## config.mk

```make
export PLATFORM = sky130hd
export DESIGN_NAME = byte_serial_addsub_ctrl
export DESIGN_NICKNAME = d
export VERILOG_FILES = /design/src/rtl/byte_serial_addsub_ctrl.sv
export SDC_FILE = /design/constraint.sdc
export NUM_CORES = 1
export LEC_CHECK = 0
export BUFFER_PORTS_ARGS = -buffer_cell sky130_fd_sc_hd__buf_4
export CAP_MARGIN = 25
export CELL_PAD_IN_SITES_DETAIL_PLACEMENT = 1
export CELL_PAD_IN_SITES_GLOBAL_PLACEMENT = 1
export CORE_MARGIN = 4
export CORE_UTILIZATION = 47
export CTS_CLUSTER_DIAMETER = 200
export DETAILED_ROUTE_END_ITERATION = 12
export GPL_ROUTABILITY_DRIVEN = 0
export PLACE_DENSITY_LB_ADDON = 0.1
export REMOVE_ABC_BUFFERS = 1
export SLEW_MARGIN = 20
export SYNTH_ARGS = -nofsm -noshare
export SYNTH_HDL_FRONTEND = slang
export SYNTH_SLANG_ARGS = --single-unit
export TNS_END_PERCENT = 5
```

## constraint.sdc

```tcl
create_clock -name clk -period 6.8 [get_ports clk]
set_input_delay 1.7 -clock clk [delete_from_list [all_inputs] [get_ports clk]]
set_output_delay 1.7 -clock clk [all_outputs]
set_load 0.02 [all_outputs]
```

## src/rtl/byte_serial_addsub_ctrl.sv

```systemverilog
// byte_serial_addsub_ctrl: byte-serial W-bit add/subtract controller reusing one 8-bit adder
// Ports:
//   clk, rst_n                  clock, asynchronous active-low reset
//   start_valid/start_ready     request handshake; op (0 add, 1 sub), a, b captured on accept
//   res_valid/res_ready         result handshake; result, cout, ovf valid while res_valid
//   busy                        high while an operation is in RUN or DONE
module eight_bit_adder_sub (
  input  logic [7:0] a,
  input  logic [7:0] b,
  input  logic       cin,
  output logic [7:0] sum,
  output logic       cout
);
  assign {cout, sum} = 9'(a) + 9'(b) + 9'(cin);
endmodule

module byte_serial_addsub_ctrl #(
  parameter int NBYTES = 4
) (
  input  logic                clk,
  input  logic                rst_n,
  input  logic                start_valid,
  output logic                start_ready,
  input  logic                op,
  input  logic [8*NBYTES-1:0] a,
  input  logic [8*NBYTES-1:0] b,
  output logic                res_valid,
  input  logic                res_ready,
  output logic [8*NBYTES-1:0] result,
  output logic                cout,
  output logic                ovf,
  output logic                busy
);
  localparam int W  = 8 * NBYTES;
  localparam int IW = $clog2(NBYTES);
  typedef enum logic [1:0] {IDLE, RUN, DONE} state_t;
  state_t st, ns;
  logic [W-1:0] a_reg, b_reg;
  logic op_reg, carry, co, last;
  logic [IW-1:0] idx;
  logic [7:0] a_byte, b_byte, sum;
  // subtraction is a + ~b + 1: the inversion is applied per byte and the +1 enters via the carry seeded with op
  assign a_byte = a_reg[{idx, 3'b000} +: 8];
  assign b_byte = b_reg[{idx, 3'b000} +: 8] ^ {8{op_reg}};
  assign last   = idx == IW'(NBYTES - 1);
  eight_bit_adder_sub u_add (
    .a    (a_byte),
    .b    (b_byte),
    .cin  (carry),
    .sum  (sum),
    .cout (co)
  );
  always_ff @(posedge clk or negedge rst_n)
    if (!rst_n) st <= IDLE;
    else        st <= ns;
  always_comb
    ns = st == IDLE ? (start_valid ? RUN : IDLE) :
         st == RUN  ? (last ? DONE : RUN) :
                      (res_ready ? IDLE : DONE);
  always_comb begin
    start_ready = st == IDLE;
    res_valid   = st == DONE;
    busy        = st != IDLE;
  end
  always_ff @(posedge clk or negedge rst_n)
    if (!rst_n) begin
      a_reg  <= '0;
      b_reg  <= '0;
      op_reg <= 1'b0;
      carry  <= 1'b0;
      idx    <= '0;
      result <= '0;
      cout   <= 1'b0;
      ovf    <= 1'b0;
    end else if (st == IDLE && start_valid) begin
      a_reg  <= a;
      b_reg  <= b;
      op_reg <= op;
      carry  <= op;
      idx    <= '0;
    end else if (st == RUN) begin
      result[{idx, 3'b000} +: 8] <= sum;
      carry <= co;
      // the index stops at the last byte instead of wrapping
      if (!last) idx <= idx + 1'b1;
      if (last) begin
        cout <= co;
        // the top byte's sum bit is the final result sign
        ovf  <= (a_reg[W-1] == (b_reg[W-1] ^ op_reg)) && (sum[7] != a_reg[W-1]);
      end
    end
endmodule

```

==> impl_metrics.env <==
export IMPL_arrival_ns=3.90
export IMPL_clock_latency_ns=0.37
export IMPL_hold_viol_final=0
export IMPL_fillers=1033
export IMPL_vias_per_cell=5.52
export IMPL_setup_viol=0
export IMPL_cts_hold_buf=0
export IMPL_r2r_slack_ns=3.20
export IMPL_multi_input_area_um2=2100
export IMPL_holdCritPathClass="reg2reg"
export IMPL_row_count=36
export IMPL_seq_area_frac_synth_pct=53.6
export IMPL_drv_slew=0
export IMPL_grt_pass1_vias=3617
export IMPL_max_freq_ghz=0.278
export IMPL_worst_path_largest_cell_delay_ns=0.67
export IMPL_r2r_cells=9
export IMPL_vias=3287
export IMPL_r2r_start="idx[0]"
export IMPL_post_cts_resized=0
export IMPL_crit_path_start_kind="register"
export IMPL_wl_um=11500
export IMPL_period_share_pct=53.0
export IMPL_tightest_slew_ns=0.912
export IMPL_cts_buffer_depth=2
export IMPL_worstHoldPathCells=2
export IMPL_worstPathRequired_ns=7.09
export IMPL_synth_area_um2=4850
export IMPL_cp_slowest_cell="dfrtp_1"
export IMPL_cp_cell_sequence="buf_4 -> mux4_2 -> xor2_1 -> ha_1 -> nor2b_1 -> o31a_1 -> o311a_1 -> nor2_1 -> a22o_1"
export IMPL_io_pins=106
export IMPL_drc=0
export IMPL_ant_nets=0
export IMPL_rsz0062_at_grt="no"
export IMPL_dieArea_um2=12000
export IMPL_synth_seq_cells=104
export IMPL_drive_gt1_share_pct=45.9
export IMPL_grt_overflow=0
export IMPL_yosys_warnings=0
export IMPL_clock_sinks=104
export IMPL_wire_per_inst_um=19.3
export IMPL_critPathMaxFanout=14
export IMPL_worst_setup_path_end_kind="register"
export IMPL_path_class="reg2reg"
export IMPL_clkSlewWorstSetupHoldPaths_ns=0.09
export IMPL_cts_buffers=9
export IMPL_skew_ns=0.0179
export IMPL_worstHoldEndpoint="result[16]"
export IMPL_worstReg2RegEnd="result[31]"
export IMPL_postCtsSetupBuffers=0
export IMPL_dpl_hpwl_um=8680
export IMPL_synth_ff_type="dfrtp_1"
export IMPL_syn_area_per_cell_um2=13.8
export IMPL_status="finished, final reports clean"
export IMPL_antenna_found_initial=0
export IMPL_register_area_um2=2600
export IMPL_die_h_um=110
export IMPL_cap_violations=0
export IMPL_finalCriticalPeriod_ns=3.60
export IMPL_cts_tree="built"
export IMPL_grt_max_degree=73
export IMPL_dieWidth_um=110
export IMPL_dr_pass1_iters=4
export IMPL_port_buffers=105
export IMPL_n_antenna_cell=0
export IMPL_cts_root_buf="clkbuf_8"
export IMPL_relSlewSlack_pct=39.2
export IMPL_async_reset_ff_share_pct=100
export IMPL_grt_pass1_wl_um=18900
export IMPL_syn_inst=352
export IMPL_synthToLayoutAreaGrowth_pct=22.1
export IMPL_cts_max_level=3
export IMPL_drtIter0Drc=155
export IMPL_fp_coreArea_um2=9910
export IMPL_track_usage_pct=20.4
export IMPL_nets=541
export IMPL_synth_edf_count=0
export IMPL_min_delay_start="result[16]"
export IMPL_netlist_cell_type_count=41
export IMPL_tns_ns=0
export IMPL_start_util_pct=49.0
-- layer usage --
| metal | track usage [%] | wire, um | share of wire [%] | vias to the layer above |
|---|---|---|---|---|
| li1 | - | - | - | 1501 |
| met4 | 6.14 | 133 | 1.2 | 0 |
| met1 | 27.8 | 4940 | 43 | 1681 |
| met2 | 34.0 | 5850 | 51 | 92 |
| met3 | 3.11 | 528 | 4.6 | 13 |
| met5 | 0 | 0 | 0 | - |
-- how the worst max path moves through the flow --
stage / from / end / cells past startpoint / slack [ns]
floorplan: start_valid / a_reg[0] / 2 / 3.02
global placement: idx[0] / result[14] / 9 / 3.29
detailed placement: idx[0] / result[7] / 9 / 3.24
CTS: idx[0] / result[31] / 9 / 3.15
global route: idx[1] / result[14] / 11 / 3.00
finish: idx[0] / result[31] / 9 / 3.20
-- through the flow --
step                      util [%]  cells  area [um2]  setup WS, ns  hold slack (ns)
after global routing          59.7    595        5920          3.00            0.532
after CTS                     59.7    595        5920          3.15            0.495
final                         59.7    595        5920          3.20            0.485
after floorplan                  -    337        4730          3.02            0.458
after global placement        57.7    579        5720          3.29            0.464
after detailed placement      57.7    579        5720          3.24            0.473
-- cells in the final DEF, fill, tap and decap left out, types with 3 or more instances in the layout --
master / n
mux4_2: 16
xnor2_1: 3
nor2_1: 10
inv_1: 9
ha_1: 13
mux2_2: 66
nor3_1: 3
inv_6: 3
dfrtp_1: 104
nand2_1: 22
nand3_1: 3
buf_4: 109
nand4_1: 3
o21ai_0: 16
clkbuf_8: 9
a22o_1: 23
a21oi_1: 7
or3_1: 3
xor2_1: 9
-- cell usage after synthesis (all sizes together) (2+ instances only) --
master  instances  area [um2]
a21o            2        15.0
a21oi           7        35.0
a22o           23         201
buf            12         104
clkbuf          3        12.5
dfrtp         104        2600
fa              2        40.0
ha             13         163
inv             9        33.8
mux2           66         743
mux4           16         360
nand2          24        95.1
nand2b          2        12.5
nand3           3        15.0
nand4           3        18.8
nor2           10        37.5
nor3            3        15.0
o211ai          2        15.0
o21a            2        15.0
o21ai          16        80.1
or2             2        12.5
or3             3        18.8
or4             2        15.0
xnor2           3        26.3
xor2            9        78.8
-- worst max-delay path: cells and delay by family, from the launching register on --
| family | cells | cell delay [ns] |
|---|---|---|
| and+or+nand+nor | 2 | 0.48 |
| muxes | 1 | 0.55 |
| DFF | 1 | 0.67 |
| buffers and inverters | 1 | 0.38 |
| AOI/OAI and AO/OA | 3 | 0.91 |
| adders and majority gates | 1 | 0.29 |
| xor gates and xnor gates | 1 | 0.25 |
-- cell families after synthesis --
| group | synth area share, % |
|---|---|
| compound gates | 8.64 |
| xor+xnor | 2.17 |
| fa+ha+maj | 4.18 |
| buf+inv | 3.09 |
| flops | 53.6 |
| mux | 22.7 |
| simple gates | 5.52 |
-- final cells by class --
class	count	share of cell area, %
well taps	133	2.81
multi-input cells	224	35.5
repair buffers	109	13.8
clock buffers	10	2.16
inverters	9	0.571
flip-flops and latches	104	44.0
clock inverters	6	1.23
Power is left out: the tool's default activity adds up to more than one toggle a clock period on the data nets, which glitch-free logic cannot reach.
